[src/rtl/grid_pkg.sv]
// grid_pkg: shared FSM state type and default packet length limit for the grid DMA arbiter
package grid_pkg;
  typedef enum logic [1:0] {IDLE, GRANT0, GRANT1, FLUSH} state_e;
  localparam int GRID_MAX_PKT_LEN = 1100;
endpackage

[src/rtl/grid_dma_arbiter.sv]
// grid_dma_arbiter: round-robin packet arbiter of two AXI-Stream sources onto one DMA stream
module grid_dma_arbiter
  import grid_pkg::*;
#(
  parameter int IQ_WIDTH    = 16,
  parameter int MAX_PKT_LEN = GRID_MAX_PKT_LEN,
  parameter int CNT_WIDTH   = 16
) (
  input  logic                 clk_i,
  input  logic                 reset_ni,
  input  logic [IQ_WIDTH-1:0]  s0_axis_tdata,
  input  logic                 s0_axis_tvalid,
  input  logic                 s0_axis_tlast,
  output logic                 s0_axis_tready,
  input  logic [IQ_WIDTH-1:0]  s1_axis_tdata,
  input  logic                 s1_axis_tvalid,
  input  logic                 s1_axis_tlast,
  output logic                 s1_axis_tready,
  output logic [IQ_WIDTH-1:0]  m_axis_tdata,
  output logic                 m_axis_tvalid,
  output logic                 m_axis_tlast,
  input  logic                 m_axis_tready,
  input  logic [7:0]           cfg_int_every_i,
  output logic [1:0]           grant_o,
  output logic [CNT_WIDTH-1:0] pkt_cnt0_o,
  output logic [CNT_WIDTH-1:0] pkt_cnt1_o,
  output logic                 trunc_o,
  output logic                 int_o
);
  localparam int BW = $clog2(MAX_PKT_LEN + 1);
  state_e state_q, state_d;
  logic last_grant_q, last_grant_d, flush_src_q, flush_src_d;
  logic trunc_q, trunc_d, int_q, int_d;
  logic [BW-1:0] beat_q, beat_d;
  logic [CNT_WIDTH-1:0] pkt_cnt0_q, pkt_cnt0_d, pkt_cnt1_q, pkt_cnt1_d;
  logic [7:0] int_cnt_q, int_cnt_d, int_inc;
  logic sel, granted, at_max, src_valid, src_last, src_ready, fire, done, pick;
  logic [IQ_WIDTH-1:0] src_data;
  // Datapath mux: the owning source (granted or being flushed) is steered by the state register
  always_comb begin
    sel            = (state_q == GRANT1) || (state_q == FLUSH && flush_src_q);
    granted        = (state_q == GRANT0) || (state_q == GRANT1);
    at_max         = beat_q == BW'(MAX_PKT_LEN - 1);
    src_valid      = sel ? s1_axis_tvalid : s0_axis_tvalid;
    src_last       = sel ? s1_axis_tlast : s0_axis_tlast;
    src_data       = sel ? s1_axis_tdata : s0_axis_tdata;
    src_ready      = granted ? m_axis_tready : (state_q == FLUSH);
    s0_axis_tready = src_ready & ~sel;
    s1_axis_tready = src_ready & sel;
    m_axis_tvalid  = granted & src_valid;
    m_axis_tdata   = granted ? src_data : '0;
    m_axis_tlast   = granted & (src_last | at_max);
    fire           = src_valid & src_ready;
    done           = fire & src_last;
    pick           = (s0_axis_tvalid & s1_axis_tvalid) ? ~last_grant_q : s1_axis_tvalid;
  end
  // Next-state: arbitration, beat limit with truncation/flush, packet and interrupt counting
  always_comb begin
    state_d      = state_q;
    last_grant_d = last_grant_q;
    flush_src_d  = flush_src_q;
    beat_d       = beat_q;
    trunc_d      = trunc_q;
    pkt_cnt0_d   = pkt_cnt0_q;
    pkt_cnt1_d   = pkt_cnt1_q;
    int_cnt_d    = int_cnt_q;
    int_inc      = int_cnt_q + 8'd1;
    int_d        = 1'b0;
    case (state_q)
      IDLE: begin
        beat_d = '0;
        if (s0_axis_tvalid | s1_axis_tvalid) state_d = pick ? GRANT1 : GRANT0;
      end
      GRANT0, GRANT1: if (fire) begin
        beat_d = beat_q + BW'(1);
        if (src_last) state_d = IDLE;
        else if (at_max) begin
          state_d     = FLUSH;
          flush_src_d = sel;
          trunc_d     = 1'b1;
        end
      end
      FLUSH: if (done) state_d = IDLE;
      default: state_d = IDLE;
    endcase
    if (done) begin
      last_grant_d = sel;
      pkt_cnt0_d   = sel ? pkt_cnt0_q : pkt_cnt0_q + CNT_WIDTH'(1);
      pkt_cnt1_d   = sel ? pkt_cnt1_q + CNT_WIDTH'(1) : pkt_cnt1_q;
      int_d        = (cfg_int_every_i != 8'd0) && (int_inc >= cfg_int_every_i);
      int_cnt_d    = int_d ? 8'd0 : int_inc;
    end
  end
  // State and counter registers; last_grant resets to 1 so s0 wins the first tie
  always_ff @(posedge clk_i or negedge reset_ni) begin
    if (!reset_ni) begin
      state_q      <= IDLE;
      last_grant_q <= 1'b1;
      flush_src_q  <= 1'b0;
      beat_q       <= '0;
      trunc_q      <= 1'b0;
      pkt_cnt0_q   <= '0;
      pkt_cnt1_q   <= '0;
      int_cnt_q    <= '0;
      int_q        <= 1'b0;
    end else begin
      state_q      <= state_d;
      last_grant_q <= last_grant_d;
      flush_src_q  <= flush_src_d;
      beat_q       <= beat_d;
      trunc_q      <= trunc_d;
      pkt_cnt0_q   <= pkt_cnt0_d;
      pkt_cnt1_q   <= pkt_cnt1_d;
      int_cnt_q    <= int_cnt_d;
      int_q        <= int_d;
    end
  end
  assign grant_o    = {state_q == GRANT1, state_q == GRANT0};
  assign pkt_cnt0_o = pkt_cnt0_q;
  assign pkt_cnt1_o = pkt_cnt1_q;
  assign trunc_o    = trunc_q;
  assign int_o      = int_q;
endmodule

[config.mk]
export PLATFORM = sky130hd
export DESIGN_NAME = grid_dma_arbiter
export DESIGN_NICKNAME = d
export VERILOG_FILES = /design/src/rtl/grid_pkg.sv /design/src/rtl/grid_dma_arbiter.sv
export SDC_FILE = /design/constraint.sdc
export NUM_CORES = 1
export LEC_CHECK = 0
export CORE_MARGIN = 2
export CORE_UTILIZATION = 47
export DETAILED_ROUTE_END_ITERATION = 8
export GPL_ROUTABILITY_DRIVEN = 1
export PLACE_DENSITY_LB_ADDON = 0.2
export REMOVE_ABC_BUFFERS = 1
export SYNTH_ARGS = -nofsm -noshare
export SYNTH_HDL_FRONTEND = slang
export SYNTH_SLANG_ARGS = --single-unit
export TNS_END_PERCENT = 10
[constraint.sdc]
create_clock -name clk_i -period 3 [get_ports clk_i]
set_clock_uncertainty 0.15 [all_clocks]
set_input_delay 0.45 -clock clk_i [delete_from_list [all_inputs] [get_ports clk_i]]
set_output_delay 0.45 -clock clk_i [all_outputs]
set_load 0.1 [all_outputs]
==> results.md, run 1 <==
* First-pass GRT wire length at 12800 µm
* Antenna viol nets, final at 0
* IO Count at 103
* Setup Fix Bufs, Post-CTS at 0
* Die X at 88.8 µm
* Count leader, synth: nand2_1
* Synth top cells by count: nand2_1 (78), dfrtp_1 (56), xnor2_1 (25)
* Post-synth cell types at 52
* R2r endpoint: int_cnt_q[2]
* Synth top area cells: dfrtp_1 (41%), nand2_1 (8.7%), xnor2_1 (6.5%)
* Total Power at 5590 µW
* Syn avg cell area at 9.11 µm²
* 1st-pass router iterations at 4
* Hold Path Cell Cnt at 1
* Initial core utilization at 49.2%
* Slew of the pin with the lowest slew margin at 0.714 ns
* # DRC at 0
* Clk slew on worst S/H paths at 0.07 ns
* Pleak at 0.00232 µW
* Sequential element share of the synthesized area at 42.3%
* Core area at 6870 µm²
* Yosys reg bits at 57
* Required @ worst endpoint at 2.40 ns
* R2R cell count at 10
* Status: complete, no violations
* Crit Path Category: reg2out
* Synth Cell Area at 3380 µm²
* Main synth FF type: dfrtp_1
* Area Overhead vs Synth at 43.9%
* Clk Latency, worst-skew pair at 0.33 ns
* Nets at 544
* Die area at 7880 µm²
* Finish-stage setup viols at 0
* Ys Warns at 0
* R2R setup slack at 0.26 ns
* I/O Buffers at 102
* Initial antenna violation count at 0
* Vias at 3018
* Final WL at 7920 µm
* Num CTS Buffers at 9
* TritonCTS clock tree: built
* Post-Synthesis Cells at 371
* Critical path launch point: state_q[0]
* H-tree levels at 3
* Unrepaired setup endpoints after global routing: no
* Share of cells above drive strength 1 at 19.5%
* Worst Hold Class: reg2reg
* Die Span Y at 88.8 µm
* Crit end category: output port
* # Max-Cap Violations at 0
* GRT Total Usage at 20.8%
* Hold path endpoint: pkt_cnt0_o[15]
* WL/cell at 13.6 µm
* Diode count at 0
* Critical Path Fanout Max at 19
* Power Density at 1150 nW/µm²
* Clock sink count at 57
* CTS Buffer Depth at 2
* Data arrival time of the critical path at 2.25 ns
* Fillers at 541
* Fmax at 350 MHz
* Detailed Route Iter0 Violations at 145
* Root Driver: clkbuf_8
* RD Place Congestion at 0.824
* Slew Limit Fails at 0
* Hold Violations, Final at 0
* Largest net degree at the start of global routing at 33
* Top cell type's share of synthesized area at 41.5%
* EDFF count, synth at 0
* Startpoint type of the worst setup path: register
* Post-synth ARST share at 100%
* Grt total ovfl at 0
* Final HPWL DP at 6000 µm
* Peak VDD IR at 1.29 mV
* Worst relative slew slack at 51.9%
* HP Start: pkt_cnt0_o[15]
* Post-layout min period at 2.85 ns
* Synth area leader: dfrtp_1
* Finished Core Util at 70.8%
* Worst reg2reg startpoint: int_cnt_q[0]
* Num rows at 30
* Number of global-route vias before repair at 2857
* Final Cycle Share at 95.2%
* Vias/cell at 5.19
==> cell type report <==
| class | count | area (µm²) | share of cell area (%) |
|---|---|---|---|
| repair buffers | 111 | 1200 | 24.6 |
| well taps | 96 | 120 | 2.47 |
| inverters | 17 | 63.8 | 1.31 |
| multi-input cells | 285 | 1850 | 38.0 |
| clock buffers | 14 | 173 | 3.55 |
| clock inverters | 2 | 35.0 | 0.721 |
| flip-flops and latches | 57 | 1430 | 29.4 |
==> routing by layer <==
layer | GRT usage [%] | up-vias | share of wire, %
li1 | - | 1485 | -
met1 | 25.9 | 1405 | 44
met2 | 33.3 | 116 | 45
met3 | 7.56 | 12 | 9.0
met4 | 7.71 | 0 | 1.5
met5 | 0 | - | 0
==> cells by family after synthesis <==
kind of cell	count (synthesis)	synth area share, %
AO/OA/AOI/OAI	51	10.9
XOR/XNOR	38	9.85
adder cells (fa/ha/maj)	16	5.93
buffers and inverters	29	3.48
flip-flops	57	42.3
multiplexers	12	3.85
AND/OR/NAND/NOR	168	23.7
==> registers in the layout, summed over array words and instances (netlist names), 2 cells and up <==
signal and count:
int_cnt_q 8, state_q 2, beat_q 11, pkt_cnt1_o 16, pkt_cnt0_o 16
==> how the worst max path moves through the flow <==
stage                                  end  slack, ns  cells after the start
after detailed placement      int_cnt_q[2]       0.29                      7
after global routing       m_axis_tdata[2]       0.02                      6
after global placement        int_cnt_q[2]       0.33                      7
after floorplan            m_axis_tdata[0]      -1.62                      5
final                     m_axis_tdata[12]       0.15                      6
after CTS                    m_axis_tvalid       0.05                      6
==> through the flow <==
step,hold WS (ns),instances,setup TNS (ns),area (µm²),setup slack [ns]
after floorplan,0.00441,359,-29.25,3320,-1.62
after global placement,0.314,565,0,4630,0.334
after detailed placement,0.320,565,0,4630,0.290
after CTS,0.328,582,0,4850,0.0488
after global routing,0.358,582,0,4860,0.0152
final,0.322,582,0,4860,0.145
==> power by group <==
group | internal [µW] | total, µW | switching (µW)
Clock | 451 | 751 | 300
Sequential | 875 | 993 | 118
Combinational | 1250 | 3840 | 2590
==> repair_timing <==
action,in CTS,in global routing
hold buffers,1,0
resized for setup,0,3
endpoints found under the setup margin,0,2
hold endpoints to repair,25,0
==> worst max-delay path: stages (launching register included) <==
cell	delay, ns
dfrtp_1	0.42
ha_1	0.32
a21oi_4	0.24
buf_4	0.28
nand2_1	0.08
a21boi_0	0.34
buf_12	0.23
==> cell usage in the layout (no fill, tap or decap), drive strengths merged, types with 7 or more instances in the layout <==
| master | n |
|---|---|
| mux2i | 7 |
| inv | 17 |
| nand3 | 16 |
| ha | 16 |
| xnor2 | 25 |
| nor3 | 7 |
| and3 | 9 |
| clkdlybuf4s50 | 45 |
| nand2 | 78 |
| a21boi | 18 |
| dfrtp | 56 |
| buf | 65 |
| xor2 | 13 |
| o21ai | 12 |
| clkbuf | 14 |
| nand4 | 9 |
| nor2 | 27 |
(Power assumes the default switching activity.)
==> run 2, diff against run 1 <==
--- a/config.mk
+++ b/config.mk
@@ -11,6 +11,7 @@
 export GPL_ROUTABILITY_DRIVEN = 1
 export PLACE_DENSITY_LB_ADDON = 0.2
 export REMOVE_ABC_BUFFERS = 1
+export SKIP_LAST_GASP = 1
 export SYNTH_ARGS = -nofsm -noshare
 export SYNTH_HDL_FRONTEND = slang
 export SYNTH_SLANG_ARGS = --single-unit
==> results.md, run 2 (synthesized netlist as in run 1, its figures left out) <==
* Crit Path Category: reg2out (unchanged)
* Slew of the pin with the lowest slew margin at 0.713 ns (was 0.714 ns)
* Final worst setup slack at 0.138 ns (was 0.145 ns)
* Clock sink count at 57 (unchanged)
* Sum Neg Setup Slack at 0 ns (unchanged)
* CTS Buffer Depth at 2 (unchanged)
* Crit end category: output port (unchanged)
* Share of cells above drive strength 1 at 19.5% (unchanged)
* Worst slack, placed at 0.290 ns (unchanged)
* Die area at 7880 µm² (unchanged)
* First-pass GRT wire length at 12800 µm (unchanged)
* Num rows at 30 (unchanged)
* Worst relative slew slack at 52.0% (was 51.9%)
* # Max-Cap Violations at 0 (unchanged)
* Clk slew on worst S/H paths at 0.07 ns (about the same)
* Num CTS Buffers at 9 (unchanged)
* Critical Path Fanout Max at 19 (unchanged)
* Worst Hold Class: reg2reg (unchanged)
* Peak VDD IR at 1.31 mV (was 1.29 mV)
* Initial antenna violation count at 0 (unchanged)
* Root Driver: clkbuf_8 (unchanged)
* Die Span Y at 88.8 µm (unchanged)
* Hold Violations, Final at 0 (unchanged)
* Final HPWL DP at 6000 µm (unchanged)
* Core area at 6870 µm² (unchanged)
* Required @ worst endpoint at 2.40 ns (about the same)
* Grt total ovfl at 0 (unchanged)
* Number of global-route vias before repair at 2857 (unchanged)
* WL/cell at 13.8 µm (was 13.6 µm)
* Pleak at 0.00231 µW (was 0.00232 µW)
* Finish-stage setup viols at 0 (unchanged)
* Initial core utilization at 49.2% (unchanged)
* RD Place Congestion at 0.824 (unchanged)
* Largest net degree at the start of global routing at 33 (unchanged)
* I/O Buffers at 102 (unchanged)
* Startpoint type of the worst setup path: register (unchanged)
* Nets at 544 (unchanged)
* Clk Latency, worst-skew pair at 0.34 ns (was 0.33 ns)
* H-tree levels at 3 (unchanged)
* Data arrival time of the critical path at 2.26 ns (was 2.25 ns)
* Slew Limit Fails at 0 (unchanged)
* Die X at 88.8 µm (unchanged)
* Diode count at 0 (unchanged)
* Status: complete, no violations (unchanged)
* IO Count at 103 (unchanged)
* 1st-pass router iterations at 4 (unchanged)
* Area Overhead vs Synth at 43.6% (was 43.9%)
* Most frequent cells in the layout: nand2_1 (78), dfrtp_1 (56), clkdlybuf4s50_1 (45) (unchanged)
* Post-layout min period at 2.86 ns (was 2.85 ns)
* Setup Fix Bufs, Post-CTS at 0 (unchanged)
* Vias/cell at 5.21 (was 5.19)
* GRT Total Usage at 20.8% (unchanged)
* Fmax at 349 MHz (was 350 MHz)
* Final Cycle Share at 95.4% (was 95.2%)
* TritonCTS clock tree: built (unchanged)
* Total Power at 5590 µW (about the same)
* Power Density at 1150 nW/µm² (about the same)
* Detailed Route Iter0 Violations at 157 (was 145)
* Final WL at 8010 µm (was 7920 µm)
* Vias at 3035 (was 3018)
* Antenna viol nets, final at 0 (unchanged)
* Most common cell after layout, fill and taps aside: nand2_1 (unchanged)
* Unrepaired setup endpoints after global routing: yes (was no)
* # DRC at 0 (unchanged)
run 2: cell count changes in the layout (fill, tap and decap cells not counted):
| cell | before | now |
|---|---|---|
| mux2i_2 | 0 | 1 |
| mux2i_4 | 1 | 0 |
run 2: path summary, 6_finish.rpt:
path / start / to / slack, ns / depth (start not counted)
min in group asynchronous: reset_ni / beat_q[5] / 0.50 / 3
setup reg to reg: int_cnt_q[0] / int_cnt_q[2] / 0.27 / 10
hold reg to reg: pkt_cnt0_o[15] / pkt_cnt0_o[15] / 0.32 / 1
setup / recovery: state_q[0] / m_axis_tvalid / 0.14 / 6
max in group asynchronous: reset_ni / last_grant_q / 1.83 / 3
hold / removal: pkt_cnt0_o[15] / pkt_cnt0_o[15] / 0.32 / 1
run 2: cell type report:
| cell class | count | area, µm² |
|---|---|---|
| Sequential cell | 57 | 1430 |
| Inverter | 17 | 63.8 |
| Clock buffer | 14 | 173 |
| Fill cell | 543 | 2020 |
| Multi-Input combinational cell | 285 | 1840 |
| Clock inverter | 2 | 35.0 |
| Timing Repair Buffer | 111 | 1200 |
| Tap cell | 96 | 120 |
run 2: timing repair:
item                                    4_1_cts  5_1_grt
resized for setup                             0        2
endpoints found under the setup margin        0        2
endpoints found under the hold margin        25        0
hold buffers                                  1        0
run 2: metrics by stage:
| step | util [%] | instance area [µm²] | hold WS, ns | instances |
|---|---|---|---|---|
| after global routing | 70.6 | 4850 | 0.358 | 582 |
| after floorplan | - | 3320 | 0.00441 | 359 |
| after detailed placement | 67.4 | 4630 | 0.320 | 565 |
| after global placement | 67.4 | 4630 | 0.314 | 565 |
| final | 70.6 | 4850 | 0.322 | 582 |
| after CTS | 70.6 | 4850 | 0.328 | 582 |
run 2: power by group:
part | total, µW | internal (µW) | leakage [µW] | switching, µW
clock network | 755 | 451 | 0.000107 | 304
logic | 3840 | 1240 | 0.00145 | 2590
registers | 992 | 875 | 0.000755 | 117
total | 5590 | 2570 | 0.00231 | 3020
run 2: per-layer routing:
metal	GRT usage, %	part of all wire, %
met1	25.9	44
met4	7.71	1.3
met3	7.56	9.5
met2	33.3	45
met5	0	0
run 2: critical path: stages (launching register included):
cell	delay, ns
dfrtp_1	0.41
ha_1	0.32
a21oi_4	0.24
buf_4	0.28
mux2i_2	0.35
nor2b_1	0.13
buf_12	0.18
==> run 3, diff against run 2 <==
--- a/config.mk
+++ b/config.mk
@@ -5,11 +5,12 @@
 export SDC_FILE = /design/constraint.sdc
 export NUM_CORES = 1
 export LEC_CHECK = 0
+export CAP_MARGIN = 30
 export CORE_MARGIN = 2
 export CORE_UTILIZATION = 47
 export DETAILED_ROUTE_END_ITERATION = 8
 export GPL_ROUTABILITY_DRIVEN = 1
-export PLACE_DENSITY_LB_ADDON = 0.2
+export PLACE_DENSITY = 0.9
 export REMOVE_ABC_BUFFERS = 1
 export SKIP_LAST_GASP = 1
 export SYNTH_ARGS = -nofsm -noshare
==> results.md, run 3 (synthesized netlist as in run 1, its figures left out) <==
* R2R setup slack at 0.20 ns (was 0.27 ns)
* # Max-Cap Violations at 0 (unchanged)
* Number of global-route vias before repair at 2986 (was 2857)
* Finished Core Util at 71.5% (was 70.6%)
* Data arrival time of the critical path at 2.28 ns (was 2.26 ns)
* Met2 Track Usage GR at 38.5% (was 33.3%)
* Met3 usage at 6.81% (was 7.56%)
* Hold Violations, Final at 0 (unchanged)
* Area Overhead vs Synth at 45.3% (was 43.6%)
* Crit end category: output port (unchanged)
* Critical Path Fanout Max at 17 (was 19)
* Num CTS Buffers at 9 (unchanged)
* Share of cells above drive strength 1 at 19.6% (was 19.5%)
* Peak VDD IR at 1.04 mV (was 1.31 mV)
* # DRC at 0 (unchanged)
* Crit Path Category: reg2out (unchanged)
* Final HPWL DP at 6170 µm (was 6000 µm)
* Initial antenna violation count at 0 (unchanged)
* Placed Instances at 564 (was 565)
* RD Place Congestion at 0.885 (was 0.824)
* I/O Buffers at 102 (unchanged)
* Required @ worst endpoint at 2.40 ns (about the same)
* Final WL at 8310 µm (was 8010 µm)
* GRT busiest layer: met2 (unchanged)
* Most common cell after layout, fill and taps aside: nand2_1 (unchanged)
* CTS Buffer Depth at 2 (unchanged)
* Diode count at 0 (unchanged)
* Cell Count, Final, Fillers Out at 581 (was 582)
* Vias at 3086 (was 3035)
* Vias/cell at 5.31 (was 5.21)
* Worst Hold Class: reg2reg (unchanged)
* Post-layout min period at 2.88 ns (was 2.86 ns)
* Fmax at 347 MHz (was 349 MHz)
* Clock sink count at 57 (unchanged)
* Clk Latency, worst-skew pair at 0.34 ns (about the same)
* Slew Limit Fails at 0 (unchanged)
* Core area at 6870 µm² (unchanged)
* TritonCTS clock tree: built (unchanged)
* Die X at 88.8 µm (unchanged)
* Power Density at 1190 nW/µm² (was 1150 nW/µm²)
* Antenna viol nets, final at 0 (unchanged)
* 1st-pass router iterations at 4 (unchanged)
* First-pass GRT wire length at 13700 µm (was 12800 µm)
* Root Driver: clkbuf_8 (unchanged)
* Grt total ovfl at 0 (unchanged)
* Largest net degree at the start of global routing at 40 (was 33)
* Final Cycle Share at 96.0% (was 95.4%)
* Startpoint type of the worst setup path: register (unchanged)
* Placed Area at 4620 µm² (was 4630 µm²)
* WL/cell at 14.3 µm (was 13.8 µm)
* Initial core utilization at 49.2% (unchanged)
* Hold slack at 0.330 ns (was 0.322 ns)
* Die area at 7880 µm² (unchanged)
* Detailed Route Iter0 Violations at 193 (was 157)
* IO Count at 103 (unchanged)
* Sum Neg Setup Slack at 0 ns (unchanged)
* Num rows at 30 (unchanged)
* H-tree levels at 3 (unchanged)
* Pleak at 0.00235 µW (was 0.00231 µW)
* Setup Fix Bufs, Post-CTS at 0 (unchanged)
* Most frequent cells in the layout: nand2_1 (78), dfrtp_1 (56), clkdlybuf4s50_1 (45) (unchanged)
* GR Util met1 at 26.7% (was 25.9%)
* Finish-stage setup viols at 0 (unchanged)
* Unrepaired setup endpoints after global routing: yes (unchanged)
* Status: complete, no violations (unchanged)
* Clk slew on worst S/H paths at 0.06 ns (was 0.07 ns)
* Slew of the pin with the lowest slew margin at 0.604 ns (was 0.713 ns)
* Die Span Y at 88.8 µm (unchanged)
* Worst relative slew slack at 59.3% (was 52.0%)
* Nets at 543 (was 544)
* Final instance area at 4910 µm² (was 4850 µm²)
* GRT Total Usage at 22.4% (was 20.8%)
run 3: worst max-delay path, stage by stage, from the launching register on:
cell and delay [ns]:
dfrtp_1 0.42, ha_1 0.33, a21oi_4 0.28, buf_4 0.27, nand2_1 0.07, a21boi_0 0.33, buf_12 0.23
run 3: metal layers:
layer | up-vias | share of wire, % | wire (µm)
met5 | - | 0 | 0
li1 | 1490 | - | -
met1 | 1467 | 42 | 3470
met4 | 0 | 1.7 | 138
met2 | 119 | 48 | 4000
met3 | 10 | 8.5 | 703
run 3: timing repair:
action / in CTS / in global routing
setup endpoints to repair: 0 / 7
hold buffers: 1 / 0
hold endpoints to repair: 18 / 0
resized for setup: 0 / 1
run 3: metrics by stage:
step / worst slack, ns / total power (µW)
2_1_floorplan: -1.62 / 3570
3_3_place_gp: 0.344 / 4790
3_5_place_dp: 0.241 / 4850
4_1_cts: 0.0670 / 5870
5_1_grt: -0.0353 / 6090
6_report: 0.120 / 5830
run 3: worst paths after layout:
path | from | endpoint | cells past startpoint
worst max register to register | int_cnt_q[0] | int_cnt_q[2] | 10
worst max-delay path | state_q[0] | m_axis_tdata[11] | 6
max in group asynchronous | reset_ni | last_grant_q | 3
worst min-delay path | beat_q[10] | beat_q[10] | 1
min in group asynchronous | reset_ni | pkt_cnt0_o[11] | 2
worst min register to register | beat_q[10] | beat_q[10] | 1
run 3: where the power goes:
| group | leakage (µW) | internal [µW] | switching (µW) |
|---|---|---|---|
| Sequential | 0.000755 | 875 | 126 |
| Clock | 0.000140 | 680 | 306 |
| Combinational | 0.00145 | 1240 | 2600 |
run 3: final cells by class:
class	count	area, µm²
tap	96	120
fill	465	1960
sequential	57	1430
clock buffer	11	151
timing repair buffer	110	1190
inverter	17	63.8
multi-input combinational	285	1830
clock inverter	5	125
